**src/rtl/apb_pkg.sv**
```systemverilog
// rtl/apb_pkg.sv - shared FSM encoding and default widths for the APB arbitrating master
package apb_pkg;

    localparam int APB_ADDR_W = 8;
    localparam int APB_DATA_W = 8;

    typedef enum logic [1:0] {
        IDLE   = 2'd0,
        SETUP  = 2'd1,
        ACCESS = 2'd2,
        DONE   = 2'd3
    } apb_state_e;

endpackage

```
**src/rtl/rr_arb2.sv**
```systemverilog
// rtl/rr_arb2.sv - two-way round-robin arbiter with one-hot grant
module rr_arb2 (
    input  logic [1:0] req_i,
    input  logic       last_i,
    output logic [1:0] gnt_o
);

    // last_i names the requester served most recently; on contention the other one wins
    always_comb begin
        gnt_o = req_i;
        if (req_i == 2'b11) begin
            gnt_o = last_i ? 2'b01 : 2'b10;
        end
    end

endmodule

```
**src/rtl/apb_arb_master.sv**
```systemverilog
// rtl/apb_arb_master.sv - APB master sharing one slave between two requesters
module apb_arb_master
    import apb_pkg::*;
#(
    parameter int ADDR_WIDTH = APB_ADDR_W,
    parameter int DATA_WIDTH = APB_DATA_W,
    parameter int TIMEOUT    = 15
) (
    input  logic                  i_PCLK,
    input  logic                  i_PRESET,
    input  logic                  i_req0,
    input  logic                  i_req1,
    input  logic                  i_wr0,
    input  logic                  i_wr1,
    input  logic [ADDR_WIDTH-1:0] i_addr0,
    input  logic [ADDR_WIDTH-1:0] i_addr1,
    input  logic [DATA_WIDTH-1:0] i_wdata0,
    input  logic [DATA_WIDTH-1:0] i_wdata1,
    output logic                  o_gnt0,
    output logic                  o_gnt1,
    output logic                  o_done0,
    output logic                  o_done1,
    output logic                  o_err0,
    output logic                  o_err1,
    output logic [DATA_WIDTH-1:0] o_rdata,
    output logic                  o_PSEL,
    output logic                  o_PENABLE,
    output logic                  o_PWRITE,
    output logic [ADDR_WIDTH-1:0] o_PADDR,
    output logic [DATA_WIDTH-1:0] o_PWDATA,
    input  logic [DATA_WIDTH-1:0] i_PRDATA,
    input  logic                  i_PREADY
);

    localparam int             CW       = (TIMEOUT > 0) ? $clog2(TIMEOUT + 1) : 1;
    localparam logic [CW-1:0]  CNT_LAST = (TIMEOUT > 0) ? CW'(TIMEOUT - 1) : '0;

    apb_state_e            state_q, state_d;
    logic                  last_q, last_d;
    logic [CW-1:0]         cnt_q, cnt_d;
    logic [1:0]            gnt_q, gnt_d;
    logic [1:0]            done_q, done_d;
    logic [1:0]            err_q, err_d;
    logic                  psel_q, psel_d;
    logic                  penable_q, penable_d;
    logic                  pwrite_q, pwrite_d;
    logic [ADDR_WIDTH-1:0] paddr_q, paddr_d;
    logic [DATA_WIDTH-1:0] pwdata_q, pwdata_d;
    logic [DATA_WIDTH-1:0] rdata_q, rdata_d;
    logic [1:0]            arb_gnt;

    rr_arb2 u_arb (
        .req_i  ({i_req1, i_req0}),
        .last_i (last_q),
        .gnt_o  (arb_gnt)
    );

    always_comb begin
        state_d   = state_q;
        last_d    = last_q;
        cnt_d     = cnt_q;
        gnt_d     = gnt_q;
        done_d    = done_q;
        err_d     = err_q;
        psel_d    = psel_q;
        penable_d = penable_q;
        pwrite_d  = pwrite_q;
        paddr_d   = paddr_q;
        pwdata_d  = pwdata_q;
        rdata_d   = rdata_q;
        case (state_q)
            IDLE: begin
                if (|arb_gnt) begin
                    gnt_d    = arb_gnt;
                    psel_d   = 1'b1;
                    pwrite_d = arb_gnt[1] ? i_wr1    : i_wr0;
                    paddr_d  = arb_gnt[1] ? i_addr1  : i_addr0;
                    pwdata_d = arb_gnt[1] ? i_wdata1 : i_wdata0;
                    state_d  = SETUP;
                end
            end
            SETUP: begin
                penable_d = 1'b1;
                cnt_d     = '0;
                state_d   = ACCESS;
            end
            ACCESS: begin
                if (i_PREADY) begin
                    if (!pwrite_q) begin
                        rdata_d = i_PRDATA;
                    end
                    psel_d    = 1'b0;
                    penable_d = 1'b0;
                    done_d    = gnt_q;
                    last_d    = gnt_q[1];
                    state_d   = DONE;
                end else if (TIMEOUT != 0 && cnt_q == CNT_LAST) begin
                    // abort leaves last_q alone so fairness tracks completed transfers only
                    psel_d    = 1'b0;
                    penable_d = 1'b0;
                    done_d    = gnt_q;
                    err_d     = gnt_q;
                    state_d   = DONE;
                end else if (cnt_q != '1) begin
                    cnt_d = cnt_q + CW'(1);
                end
            end
            DONE: begin
                gnt_d   = 2'b00;
                done_d  = 2'b00;
                err_d   = 2'b00;
                state_d = IDLE;
            end
            default: state_d = IDLE;
        endcase
    end

    always_ff @(posedge i_PCLK or posedge i_PRESET) begin
        if (i_PRESET) begin
            state_q   <= IDLE;
            last_q    <= 1'b1;
            cnt_q     <= '0;
            gnt_q     <= 2'b00;
            done_q    <= 2'b00;
            err_q     <= 2'b00;
            psel_q    <= 1'b0;
            penable_q <= 1'b0;
            pwrite_q  <= 1'b0;
            paddr_q   <= '0;
            pwdata_q  <= '0;
            rdata_q   <= '0;
        end else begin
            state_q   <= state_d;
            last_q    <= last_d;
            cnt_q     <= cnt_d;
            gnt_q     <= gnt_d;
            done_q    <= done_d;
            err_q     <= err_d;
            psel_q    <= psel_d;
            penable_q <= penable_d;
            pwrite_q  <= pwrite_d;
            paddr_q   <= paddr_d;
            pwdata_q  <= pwdata_d;
            rdata_q   <= rdata_d;
        end
    end

    assign o_gnt0    = gnt_q[0];
    assign o_gnt1    = gnt_q[1];
    assign o_done0   = done_q[0];
    assign o_done1   = done_q[1];
    assign o_err0    = err_q[0];
    assign o_err1    = err_q[1];
    assign o_rdata   = rdata_q;
    assign o_PSEL    = psel_q;
    assign o_PENABLE = penable_q;
    assign o_PWRITE  = pwrite_q;
    assign o_PADDR   = paddr_q;
    assign o_PWDATA  = pwdata_q;

endmodule

```
**config.mk**
```make
export PLATFORM = sky130hd
export DESIGN_NAME = apb_arb_master
export DESIGN_NICKNAME = d
export VERILOG_FILES = /design/src/rtl/apb_pkg.sv /design/src/rtl/rr_arb2.sv /design/src/rtl/apb_arb_master.sv
export SDC_FILE = /design/constraint.sdc
export NUM_CORES = 1
export LEC_CHECK = 0
export BUFFER_PORTS_ARGS = -buffer_cell sky130_fd_sc_hd__buf_2
export CAP_MARGIN = 25
export CORE_MARGIN = 5
export CORE_UTILIZATION = 30
export DETAILED_ROUTE_END_ITERATION = 7
export SLEW_MARGIN = 5
export SYNTH_ARGS = -nofsm -noshare
export SYNTH_HDL_FRONTEND = slang
export SYNTH_SLANG_ARGS = --single-unit
export TNS_END_PERCENT = 1
```
**constraint.sdc**
```tcl
create_clock -name i_PCLK -period 3.28 [get_ports i_PCLK]
set_input_delay 0.656 -clock i_PCLK [delete_from_list [all_inputs] [get_ports i_PCLK]]
set_output_delay 0.656 -clock i_PCLK [all_outputs]
set_load 0.005 [all_outputs]
```
# ---- Yosys cells after proc, flatten, opt, wreduce, memory -nomap -nowiden
# Cells that the tools add are included.
dict set report classes {
  eq_ne 12
  mux 25
  bitwise_logic 1
  reduce_logical 16
  addsub 1
}
# op count
set ops {}
lappend ops {{2-bit 2-to-1 mux} 9}
lappend ops {{8-bit 2-to-1 mux} 2}
lappend ops {{4-bit 2-to-1 mux} 3}
lappend ops {{2-bit case mux with 2 select lines} 3}
lappend ops {{2-bit AND reduction} 6}
lappend ops {{2-bit != test (second input constant)} 5}
lappend ops {{3-bit AND reduction} 3}
lappend ops {{2-bit case mux with 4 select lines} 1}
lappend ops {{4-bit case mux with 2 select lines} 1}
lappend ops {{2-bit nonzero test} 4}
lappend ops {{2-bit equality test (second input constant)} 3}
lappend ops {{4-bit by 1-bit adder with 4-bit output (second input constant)} 1}
lappend ops {{4-bit equality test (second input constant)} 1}
lappend ops {{1-bit 2-to-1 mux} 4}
lappend ops {{4-bit != test (second input constant)} 1}
lappend ops {{1-bit case mux with 2 select lines} 2}
lappend ops {{4-bit AND reduction} 1}
lappend ops {{3-bit != test (second input constant)} 1}
lappend ops {{2-bit by 1-bit equality test with 1-bit output (second input constant)} 1}
lappend ops {{2-bit logical NOT} 1}
lappend ops {{2-bit OR reduction} 1}
lappend ops {{1-bit NOT} 1}
dict set report totals {
  word_cells 67
  register_bits 40
}

# ---- Logic depth before layout (Yosys ltp)
# Gate-level depths: netlist (run 1).
dict set report logic_depth {
  word_depth 5
  mapped_depth 6
  depth_no_buf 5
}

# ---- By module
# A second synthesis (run 1) with hierarchy kept.
dict set report hier_totals {
  hier_cells 173
  area_unflattened_um2 1894.3
}
# module cells_per_inst seq_area_each_um2 n_inst area_each_um2
set modules_own_cells {}
lappend modules_own_cells {apb_arb_master 170 1002.2 1 1875.5}
lappend modules_own_cells {rr_arb2 3 0.0 1 18.8}

# ---- Worst setup path before layout (run 1)
# Ideal clock, no wire load.
dict set report synth_timing {
  path_kind {register to register}
  from {register state_q[0]}
  to {register state_q[1]}
  required_ns 3.155
  arrival_time_ns 1.425
  slack_ns 1.730
  period_less_slack_ns 1.550
  path_stages_with_launch 6
  path_cell_list {dfrtp_1 -> inv_1 -> ha_1 -> nor3b_2 -> a21oi_2 -> mux2_4}
}
dict set report synth_via {
  elab_chain_len 3
}
# item line_no
set synth_lines {}
lappend synth_lines {{start, declared} apb_arb_master.sv:38} ;# apb_state_e state_q, state_d;
lappend synth_lines {{start signal, assigned} apb_arb_master.sv:133} ;# state_q <= state_d;
lappend synth_lines {{2-bit equality test / 2-bit logical NOT (equally long branches)} apb_arb_master.sv:71} ;# case (state_q)
lappend synth_lines {{3-bit != test (no source line) / 2-bit != test (equally long branches)} n/a}
lappend synth_lines {{2-bit AND reduction (no source line)} n/a}
# Parallel ways exist; a longest one is shown, timed or not.
# A chain may end at the register's enable or synchronous reset.

# ---- Worst setup path in the final report (run 1)
dict set report layout_timing {
  from {register state_q[0]}
  to {register cnt_q[0]}
}
dict set report layout_via {
  elab_chain_len 3
}
# item line_no
set layout_lines {}
lappend layout_lines {{2-bit equality test / 2-bit by 1-bit equality test with 1-bit output (equally long branches)} apb_arb_master.sv:71}
lappend layout_lines {{2-bit != test (no source line) / 2-bit nonzero test (equally long branches)} n/a}
lappend layout_lines {{4-bit AND reduction (no source line)} n/a}
lappend layout_lines {{end signal, assigned} apb_arb_master.sv:135} ;# cnt_q <= cnt_d;
lappend layout_lines {{end, declared} apb_arb_master.sv:40} ;# logic [CW-1:0] cnt_q, cnt_d;
# Parallel ways exist; a longest one is shown, timed or not.

==> metrics.txt, run 1 <==
required time reported for the critical path endpoint=3.44 ns; routed length per instance=14.01 µm; Setup CP Type=flop to flop; Fin. Hold Viols=0; post-detailed-route DRC marker count=0; slew at the pin closest to its max-slew limit=0.5174 ns; Layout Utilization=roughly two fifths; highest ir drop seen on vdd=0.2306 mV; type of element capturing the critical path=flop; cell accounting for the most synthesized area=sky130_fd_sc_hd__dfrtp_1; Reg-to-Reg Start=state_q[0]; number of buffers inserted by port buffering=79; net total in the final layout=320; number of routed nets with antenna violations=0; standard cell core area=6459 µm²; number of global-route vias before repair=1,624; full die area=8454 µm²; non-filler instance count after layout=343; # fillers=665; Std-Cell Rows=29; run status=completed; max-slew violation total from the final report=0; signed area change from the synthesized netlist to the final layout=29.32%; total placed cells including tap cells=334; Startpoint Class=flop; total of cells resized after clock tree synthesis=0; Worst Setup Slack, final=1.412 ns; CTS tree=done; Post-Place Cell Area=2484 µm²; fraction of synthesized cell area taken by the top area cell type=about half; worst max-slew margin expressed relative to the limit=65.50%; Achievable Freq=0.5354 GHz; total setup buffers inserted after CTS=0; number of antenna repair diodes=0; clock tree root driver cell=sky130_fd_sc_hd__clkbuf_8; starting utilization of the core area=between 30% and 40%; Post-Route Setup TNS=0 ns; Final Wtd Congestion=0.7870; Worst EP arrival=2.03 ns; iteration-0 DRC count of the detailed router=103; gr ovfl total=0; Finished Cell Area=about 2600 µm²; sink count of the clock tree=40; count of vias placed by the detailed router=1,667; pin count of the biggest net entering global routing=35; share of cells above drive strength 1=41.35%; Syn Nets=~240; sequential-to-total area share from yosys stat=49.75%; clock slew at reported path FFs=roughly 0.080 ns; count of max-cap constraint violations=0; Final Power=2.077 mW; Avg Inst Size Synth=11.13 µm²; CTS hold repair buffers=0; largest fanout on the critical path=16; distinct cell type count of the synthesized netlist=40; final number of setup-violating endpoints=0; flop and latch count out of synthesis=40; antenna violations before repair=0; part of the cycle the worst path needs=56.95%; total routing resource utilization after global routing=between 10% and 20%; Hold WC Path Type=primary input to async pin; clock latency on the worst-skew pair=around 0.29 ns; mapped cell area=2014 µm²; average via count per standard cell=roughly 4.9; Die W=~92 µm; synth top area cells=sky130_fd_sc_hd__dfrtp_1 (48%), sky130_fd_sc_hd__mux2i_1 (9.4%), sky130_fd_sc_hd__mux2_2 (5.0%); routed wire length=4804 µm; worst setup slack after placement=roughly 1.4 ns; final worst path period need=1.868 ns; critical path startpoint=state_q[0]; maximum buffer depth of the clock tree=2; first-pass GRT wire length=7859 µm; post-synthesis cell count=between 150 and 200; hold slack final=0.2640 ns; total CTS buffers=5; number of iterations in the first detailed-routing pass=4; yosys warns=0; clk_skew=0.008115 ns; leak pwr=1.305 nW; RSZ-0062 raised after global routing=no; final HPWL from detailed placement=around 3700 µm; number of I/O pins=80; total power per unit cell area=between 700 and 800 nW/µm²; die height=a little over 90 µm; CTS HTree Levels=2
==> worst paths after layout <==
| check | cells after the start | end | slack, ns |
|---|---|---|---|
| hold reg to reg | 2 | o_PADDR[2] | 0.48 |
| setup / recovery | 5 | cnt_q[0] | 1.41 |
| max in group asynchronous | 4 | last_q | 2.35 |
| min in group i_PCLK | 2 | o_PADDR[2] | 0.48 |
| hold / removal | 2 | o_rdata[3] | 0.26 |
| setup reg to reg | 5 | cnt_q[0] | 1.41 |
==> flip-flops by register name, indices dropped and copies added, names as in the netlist <==
register	count
o_PWDATA	8
gnt_q	2
o_PWRITE	1
err_q	2
o_rdata	8
o_PADDR	8
o_PENABLE	1
last_q	1
o_PSEL	1
done_q	2
cnt_q	4
state_q	2
==> where the power goes <==
group | internal, mW | leakage (nW) | switching (mW) | total (mW)
clock network | 0.171 | 0.0445 | 0.174 | 0.345
registers | 0.708 | 0.498 | 0.130 | 0.838
logic | 0.424 | 0.763 | 0.471 | 0.895
total | 1.30 | 1.31 | 0.774 | 2.08
==> worst max-delay path, cell delays in order, from the launching register on <==
cell                      delay, ns
sky130_fd_sc_hd__dfrtp_1       0.41
sky130_fd_sc_hd__inv_1         0.15
sky130_fd_sc_hd__ha_1          0.51
sky130_fd_sc_hd__nor2_1        0.15
sky130_fd_sc_hd__o41ai_1       0.39
sky130_fd_sc_hd__o31ai_1       0.13
==> cells by family after synthesis <==
| logic type | synth area share (%) |
|---|---|
| AO/OA/AOI/OAI | 13.85 |
| adder cells (fa/ha/maj) | 4.969 |
| buffers and inverters | 4.099 |
| flip-flops | 49.75 |
| multiplexers | 15.22 |
| AND/OR/NAND/NOR | 12.11 |
==> layer usage <==
layer / global-route usage [%] / vias up / wire length, µm / part of all wire (%)
met5: 0 / - / 0 / 0
met4: 3.713 / 0 / 67 / 1.4
met3: 3.519 / 6 / 355 / 7.4
met2: 19.16 / 62 / 2310 / 48
met1: 14.38 / 781 / 2070 / 43
li1: - / 818 / - / -
==> layout by cell type, fill, tap and decap left out, types with 2 or more instances in the layout <==
master	synthesis	layout
sky130_fd_sc_hd__mux2i_1	19	19
sky130_fd_sc_hd__nand2_1	24	24
sky130_fd_sc_hd__mux2_2	9	9
sky130_fd_sc_hd__o211ai_1	2	2
sky130_fd_sc_hd__nand3_1	4	4
sky130_fd_sc_hd__clkbuf_8	0	6
sky130_fd_sc_hd__o22ai_1	2	2
sky130_fd_sc_hd__buf_2	4	79
sky130_fd_sc_hd__o41ai_1	2	2
sky130_fd_sc_hd__o31ai_1	5	5
sky130_fd_sc_hd__inv_1	7	7
sky130_fd_sc_hd__nor2_1	6	6
sky130_fd_sc_hd__ha_1	8	8
sky130_fd_sc_hd__a41oi_1	2	2
sky130_fd_sc_hd__dfrtp_1	39	39
sky130_fd_sc_hd__a21oi_1	2	2
sky130_fd_sc_hd__buf_4	0	4
sky130_fd_sc_hd__nand3b_1	2	2
sky130_fd_sc_hd__o21ai_0	11	11
sky130_fd_sc_hd__o21ai_1	11	10
==> cell type report <==
class                      instances  area (µm²)  share of cell area, %
inverter                           7       26.28                  1.009
multi-input combinational        127       933.4                  35.83
sequential                        40        1002                  38.47
timing repair buffer              84       452.9                  17.39
tap                               77       96.34                  3.698
clock inverter                     1       7.507                 0.2882
clock buffer                       7       86.33                  3.314
==> cells in the mapped netlist, drive strengths merged <==
cell type / instances
ha: 8
a41oi: 2
mux2i: 19
dfstp: 1
nand2b: 1
nor3b: 1
nor4: 1
o41ai: 2
mux2: 10
a21oi: 3
buf: 6
nand4: 1
o31ai: 5
inv: 7
a31oi: 1
and2: 1
o22ai: 2
or2: 1
o31a: 1
o22a: 1
and3: 1
nand3b: 3
clkbuf: 1
nor2b: 1
dfrtp: 39
nand4b: 1
a21boi: 1
nand3: 4
o21ai: 22
nor2: 6
o211ai: 2
nand2: 24
and4: 2
Note: power is estimated with default switching activity, not from simulation.
==> inputs of run 2 (changes only) <==
==> constraint.sdc (replaced) <==
create_clock -name i_PCLK -period 1.8 [get_ports i_PCLK]
set_input_delay 0.36 -clock i_PCLK [delete_from_list [all_inputs] [get_ports i_PCLK]]
set_output_delay 0.36 -clock i_PCLK [all_outputs]
set_load 0.005 [all_outputs]
==> run 2 against run 1 <==
Against the previous run: clock power is 85% higher; worst setup slack worse by 1.3 ns; via count is 3.3% lower; final area is 0.62% higher; combinational power is 89% higher; critical path depth stayed put; sequential power is 81% higher; first-iteration DRC count is 42% lower; largest power group unchanged.
==> metrics.txt, run 2 (synthesis gave the netlist of run 1 again) <==
run status=completed; most common cell after layout, fill and taps aside=sky130_fd_sc_hd__buf_2; signed area change from the synthesized netlist to the final layout=30.12%; leading cell types in the layout, fill and taps excluded=sky130_fd_sc_hd__buf_2 (79), sky130_fd_sc_hd__dfrtp_1 (39), sky130_fd_sc_hd__nand2_1 (24); total setup buffers inserted after CTS=0 (unchanged); leak pwr=1.313 nW (+0.55%); final worst path period need=1.639 ns (-0.2286 ns); routed wire length=4725 µm (-1.6%); Final Wtd Congestion=0.6888 (-12%); Crit-path slowest cell=sky130_fd_sc_hd__dfrtp_1; total CTS buffers=5 (unchanged); CTS hold repair buffers=0 (unchanged); final HPWL from detailed placement=3614 µm (-1.7%); share of cells above drive strength 1=41.95% (+0.59 points); CTS HTree Levels=2 (unchanged); Setup CP Type=flop to flop; clock slew at reported path FFs=0.08 ns (about the same); RSZ-0062 raised after global routing=no; total routing resource utilization after global routing=11.52% (-0.016 points); Worst EP arrival=1.80 ns (-0.23 ns); part of the cycle the worst path needs=91.07% (+34 points); first-pass GRT wire length=7859 µm (unchanged); average via count per standard cell=4.686 (-3.6%); # fillers=665 (unchanged); number of routed nets with antenna violations=0 (unchanged); multi-input logic area=933.4 µm² (unchanged); Fin. Hold Viols=0 (unchanged); family with the most delay on the worst path=compound AO/OA/AOI/OAI gates; Hold WC Path Type=primary input to async pin; post-detailed-route DRC marker count=0 (unchanged); met3 wire length=330 µm (-7.0%); total power per unit cell area=1471 nW/µm² (+84%); total of cells resized after clock tree synthesis=0 (unchanged); highest routed metal layer=met4; clock tree root driver cell=sky130_fd_sc_hd__clkbuf_8; number of antenna repair diodes=0 (unchanged); Startpoint Class=flop; iteration-0 DRC count of the detailed router=60 (-42%); Achievable Freq=0.6100 GHz (+14%); Post-Route Setup TNS=0 ns (unchanged); CTS tree=done; worst max-slew margin expressed relative to the limit=66.47% (+0.97 points); Final Power=3.855 mW (+86%); clk_skew=0.006860 ns (-0.001255 ns); clock latency on the worst-skew pair=0.29 ns (about the same); wire length on met1=2093 µm (+1.1%); Die W=91.95 µm (unchanged); count of vias placed by the detailed router=1,612 (-3.3%); largest fanout on the critical path=7 (-9); gr ovfl total=0 (unchanged); full die area=8454 µm² (unchanged); starting utilization of the core area=31.19% (unchanged); antenna violations before repair=0 (unchanged); routed length per instance=13.74 µm (-1.9%); final number of setup-violating endpoints=0 (unchanged); cell-by-cell listing of the critical path=inv_1 -> ha_1 -> and4_4 -> o41ai_1 -> o31ai_1; Std-Cell Rows=29 (unchanged); number of buffers inserted by port buffering=79 (unchanged); sink count of the clock tree=40 (unchanged); required time reported for the critical path endpoint=1.97 ns (-1.47 ns); net total in the final layout=321 (+0.31%); number of I/O pins=80 (unchanged); slew at the pin closest to its max-slew limit=0.5029 ns (-0.01452 ns); highest ir drop seen on vdd=0.4864 mV (+110%); maximum buffer depth of the clock tree=2 (unchanged); die height=91.95 µm (unchanged); met2 wirelength from detailed routing=2214 µm (-4.2%); Worst path max stage delay=0.39 ns (-0.12 ns); max-slew violation total from the final report=0 (unchanged); number of global-route vias before repair=1,697 (+4.5%); register area=1002 µm² (unchanged); number of buffer and inverter stages on the critical path=1 (unchanged); type of element capturing the critical path=flop; standard cell core area=6459 µm² (unchanged); number of iterations in the first detailed-routing pass=4 (unchanged); count of max-cap constraint violations=0 (unchanged); pin count of the biggest net entering global routing=41 (+17%)
==> run 2: worst min-delay path: cells and delay by family <==
| kind | cells | cell delay (ns) |
|---|---|---|
| buffers and inverters | 3 | 0.55 |
==> run 2: layer usage <==
metal | vias to the layer above | GRT usage, %
met5 | - | 0
met4 | 0 | 4.827
met3 | 6 | 3.437
met2 | 53 | 18.92
met1 | 733 | 14.12
li1 | 820 | -
==> run 2: power by group <==
group	switching (mW)	internal [mW]	total [mW]	leakage (nW)
registers	0.236	1.29	1.52	0.498
clock network	0.328	0.310	0.639	0.0434
logic	0.864	0.828	1.69	0.771
total	1.43	2.43	3.86	1.31
==> run 2: final timing paths <==
check | from | endpoint | slack, ns | cells after the start
max in group asynchronous | i_PRESET | last_q | 1.27 | 3
min | i_PRESET | o_PWDATA[3] | 0.18 | 3
min in group i_PCLK | i_PRDATA[4] | o_rdata[4] | 0.29 | 2
min reg2reg | o_PADDR[0] | o_PADDR[0] | 0.48 | 2
max | state_q[0] | cnt_q[0] | 0.16 | 5
max reg2reg | state_q[0] | cnt_q[0] | 0.16 | 5
==> run 2: final cells by class <==
type / instances / area share (%)
flip-flops and latches: 40 / 38.23
clock buffers: 6 / 3.150
inverters: 7 / 1.002
clock inverters: 2 / 0.5728
well taps: 77 / 3.675
repair buffers: 85 / 17.76
multi-input cells: 127 / 35.61
==> run 2: through the flow <==
stage | instance area [µm²] | setup slack, ns | cells | hold WS [ns] | util [%]
floorplan | 2014 | 0.2501 | 181 | 0.4733 | -
global placement | 2524 | 0.2620 | 336 | 0.4616 | 39.07
detailed placement | 2524 | 0.2152 | 336 | 0.4704 | 39.07
CTS | 2621 | 0.1909 | 344 | 0.1896 | 40.59
global route | 2621 | 0.07114 | 344 | 0.2364 | 40.59
finish | 2621 | 0.1607 | 344 | 0.1751 | 40.59
==> inputs of run 3 (changes only) <==
--- a/config.mk
+++ b/config.mk
@@ -8,8 +8,10 @@
 export BUFFER_PORTS_ARGS = -buffer_cell sky130_fd_sc_hd__buf_2
 export CAP_MARGIN = 25
 export CORE_MARGIN = 5
-export CORE_UTILIZATION = 30
+export CORE_UTILIZATION = 39
 export DETAILED_ROUTE_END_ITERATION = 7
+export MAX_ROUTING_LAYER = met4
+export PLACE_DENSITY = 0.66
 export SLEW_MARGIN = 5
 export SYNTH_ARGS = -nofsm -noshare
 export SYNTH_HDL_FRONTEND = slang
==> run 3 against run 2 <==
Against the previous run: sequential cell count stayed put; total power is 1.4% lower; die area is 21% lower; first-iteration DRC count is 25% lower; via count is 1.2% higher; global-route usage is 2.4 points higher; critical path type unchanged; highest routed layer unchanged.
==> metrics.txt, run 3 (synthesis gave the netlist of run 1 again) <==
routed wire length=4408 µm (-6.7%); Final Power=3.803 mW (-1.4%); highest ir drop seen on vdd=0.6938 mV (+43%); cell-by-cell listing of the critical path=inv_1 -> ha_1 -> buf_4 -> nand4_1 -> a41oi_1 -> a41oi_1; number of I/O pins=80 (unchanged); total power per unit cell area=1456 nW/µm² (-0.98%); number of antenna repair diodes=0 (unchanged); number of routed nets with antenna violations=0 (unchanged); slew at the pin closest to its max-slew limit=0.4891 ns (-0.01381 ns); number of global-route vias before repair=1,536 (-9.5%); largest fanout on the critical path=8 (+1); standard cell core area=5075 µm² (-21%); Critical Path Stages=6 (+1); net total in the final layout=323 (+0.62%); Worst EP arrival=1.79 ns (about the same); full die area=6703 µm² (-21%); clock tree root driver cell=sky130_fd_sc_hd__clkbuf_8; final number of setup-violating endpoints=0 (unchanged); most numerous cell on the critical path=sky130_fd_sc_hd__a41oi_1; # fillers=497 (-25%); number of buffers inserted by port buffering=79 (unchanged); met1 usage=17.60% (+3.5 points); met3 layer usage reported by global route=3.618% (+0.18 points); first-pass GRT wire length=7044 µm (-10%); count of max-cap constraint violations=0 (unchanged); average via count per standard cell=4.811 (+2.7%); run status=completed; part of the cycle the worst path needs=90.22% (-0.85 points); leading cell types in the layout, fill and taps excluded=sky130_fd_sc_hd__buf_2 (79), sky130_fd_sc_hd__dfrtp_1 (39), sky130_fd_sc_hd__nand2_1 (24); Crit-path slowest cell=sky130_fd_sc_hd__dfrtp_1; clk_skew=0.006297 ns (-0.0005626 ns); Hold WC Path Type=primary input to async pin; total CTS buffers=5 (unchanged); gr ovfl total=0 (unchanged); total routing resource utilization after global routing=13.93% (+2.4 points); clock slew at reported path FFs=0.08 ns (about the same); signed area change from the synthesized netlist to the final layout=29.63%; Setup CP Type=flop to flop; CTS tree=done; pin count of the biggest net entering global routing=41 (unchanged); Worst Reg2Reg Path Length in Cells=6 (+1); share of cells above drive strength 1=42.01% (+0.060 points); type of element capturing the critical path=flop; maximum buffer depth of the clock tree=2 (unchanged); family with the most delay on the worst path=flip-flops; iteration-0 DRC count of the detailed router=45 (-25%); leak pwr=1.318 nW (+0.40%); hold slack final=0.1656 ns (-0.009532 ns); sink count of the clock tree=40 (unchanged); Die W=81.87 µm (-11%); post-detailed-route DRC marker count=0 (unchanged); starting utilization of the core area=39.69% (+8.5 points); count of vias placed by the detailed router=1,631 (+1.2%); max-slew violation total from the final report=0 (unchanged); antenna violations before repair=0 (unchanged); Fin. Hold Viols=0 (unchanged); Final Wtd Congestion=0.8402 (+22%); required time reported for the critical path endpoint=1.96 ns (about the same); RSZ-0062 raised after global routing=no; number of iterations in the first detailed-routing pass=4 (unchanged); worst max-slew margin expressed relative to the limit=67.39% (+0.92 points); Layout Utilization=51.45% (+11 points); Startpoint Class=flop; global-route met2 utilization=21.97% (+3.1 points); most used routing layer in global routing=met2; Std-Cell Rows=26 (-10%); Post-Route Setup TNS=0 ns (unchanged); CTS hold repair buffers=0 (unchanged); most common cell after layout, fill and taps aside=sky130_fd_sc_hd__buf_2; number of buffer and inverter stages on the critical path=2 (+1); final HPWL from detailed placement=3465 µm (-4.1%); Worst path max stage delay=0.40 ns (about the same); die height=81.87 µm (-11%); CTS HTree Levels=2 (unchanged); routed length per instance=13.00 µm (-5.3%); Achievable Freq=0.6158 GHz (+0.95%); clock latency on the worst-skew pair=0.29 ns (about the same); total setup buffers inserted after CTS=0 (unchanged); final worst path period need=1.624 ns (-0.01535 ns); total of cells resized after clock tree synthesis=0 (unchanged)
==> run 3: cell count changes in the layout (fill, tap and decap cells not counted) <==
cell / previous run / this run
sky130_fd_sc_hd__buf_12: 2 / 1
sky130_fd_sc_hd__buf_4: 4 / 7
sky130_fd_sc_hd__clkbuf_1: 0 / 1
sky130_fd_sc_hd__clkinvlp_4: 2 / 1
==> run 3: report_power, final <==
part | switching (mW) | internal, mW | leakage, nW | total, mW
sequential | 0.231 | 1.29 | 0.498 | 1.52
clock | 0.307 | 0.311 | 0.0445 | 0.618
combinational | 0.846 | 0.819 | 0.775 | 1.67
==> run 3: worst reg2reg max path: stages, from the launching register on <==
cell,delay (ns)
sky130_fd_sc_hd__dfrtp_1,0.40
sky130_fd_sc_hd__inv_1,0.15
sky130_fd_sc_hd__ha_1,0.31
sky130_fd_sc_hd__buf_4,0.20
sky130_fd_sc_hd__nand4_1,0.14
sky130_fd_sc_hd__a41oi_1,0.23
sky130_fd_sc_hd__a41oi_1,0.06
==> run 3: worst paths after layout <==
check / from / to / slack [ns]
setup / recovery: state_q[0] / cnt_q[2] / 0.18
hold / removal: i_PRESET / o_PADDR[0] / 0.17
setup reg to reg: state_q[0] / cnt_q[2] / 0.18
hold reg to reg: o_PWDATA[7] / o_PWDATA[7] / 0.48
max in group asynchronous: i_PRESET / last_q / 1.27
min in group i_PCLK: i_PRDATA[6] / o_rdata[6] / 0.29
==> run 3: area by class of cell <==
type | count | area [µm²] | share of cell area (%)
clock inverter | 1 | 7.507 | 0.2875
tap | 70 | 87.58 | 3.354
inverter | 7 | 26.28 | 1.006
sequential | 40 | 1002 | 38.38
timing repair buffer | 87 | 467.9 | 17.92
clock buffer | 7 | 86.33 | 3.306
multi-input combinational | 127 | 933.4 | 35.75
==> run 3: metrics by stage <==
step / instances / area, µm² / setup slack (ns)
floorplan: 181 / 2014 / 0.2501
global placement: 331 / 2517 / 0.2525
detailed placement: 331 / 2517 / 0.1810
CTS: 339 / 2611 / 0.1757
global route: 339 / 2611 / 0.01411
finish: 339 / 2611 / 0.1761
==> run 3: per-layer routing <==
metal / up-vias / routed length, µm
li1: 828 / -
met1: 745 / 1923
met2: 52 / 2117
met3: 6 / 307
met4: 0 / 59
met5: - / 0
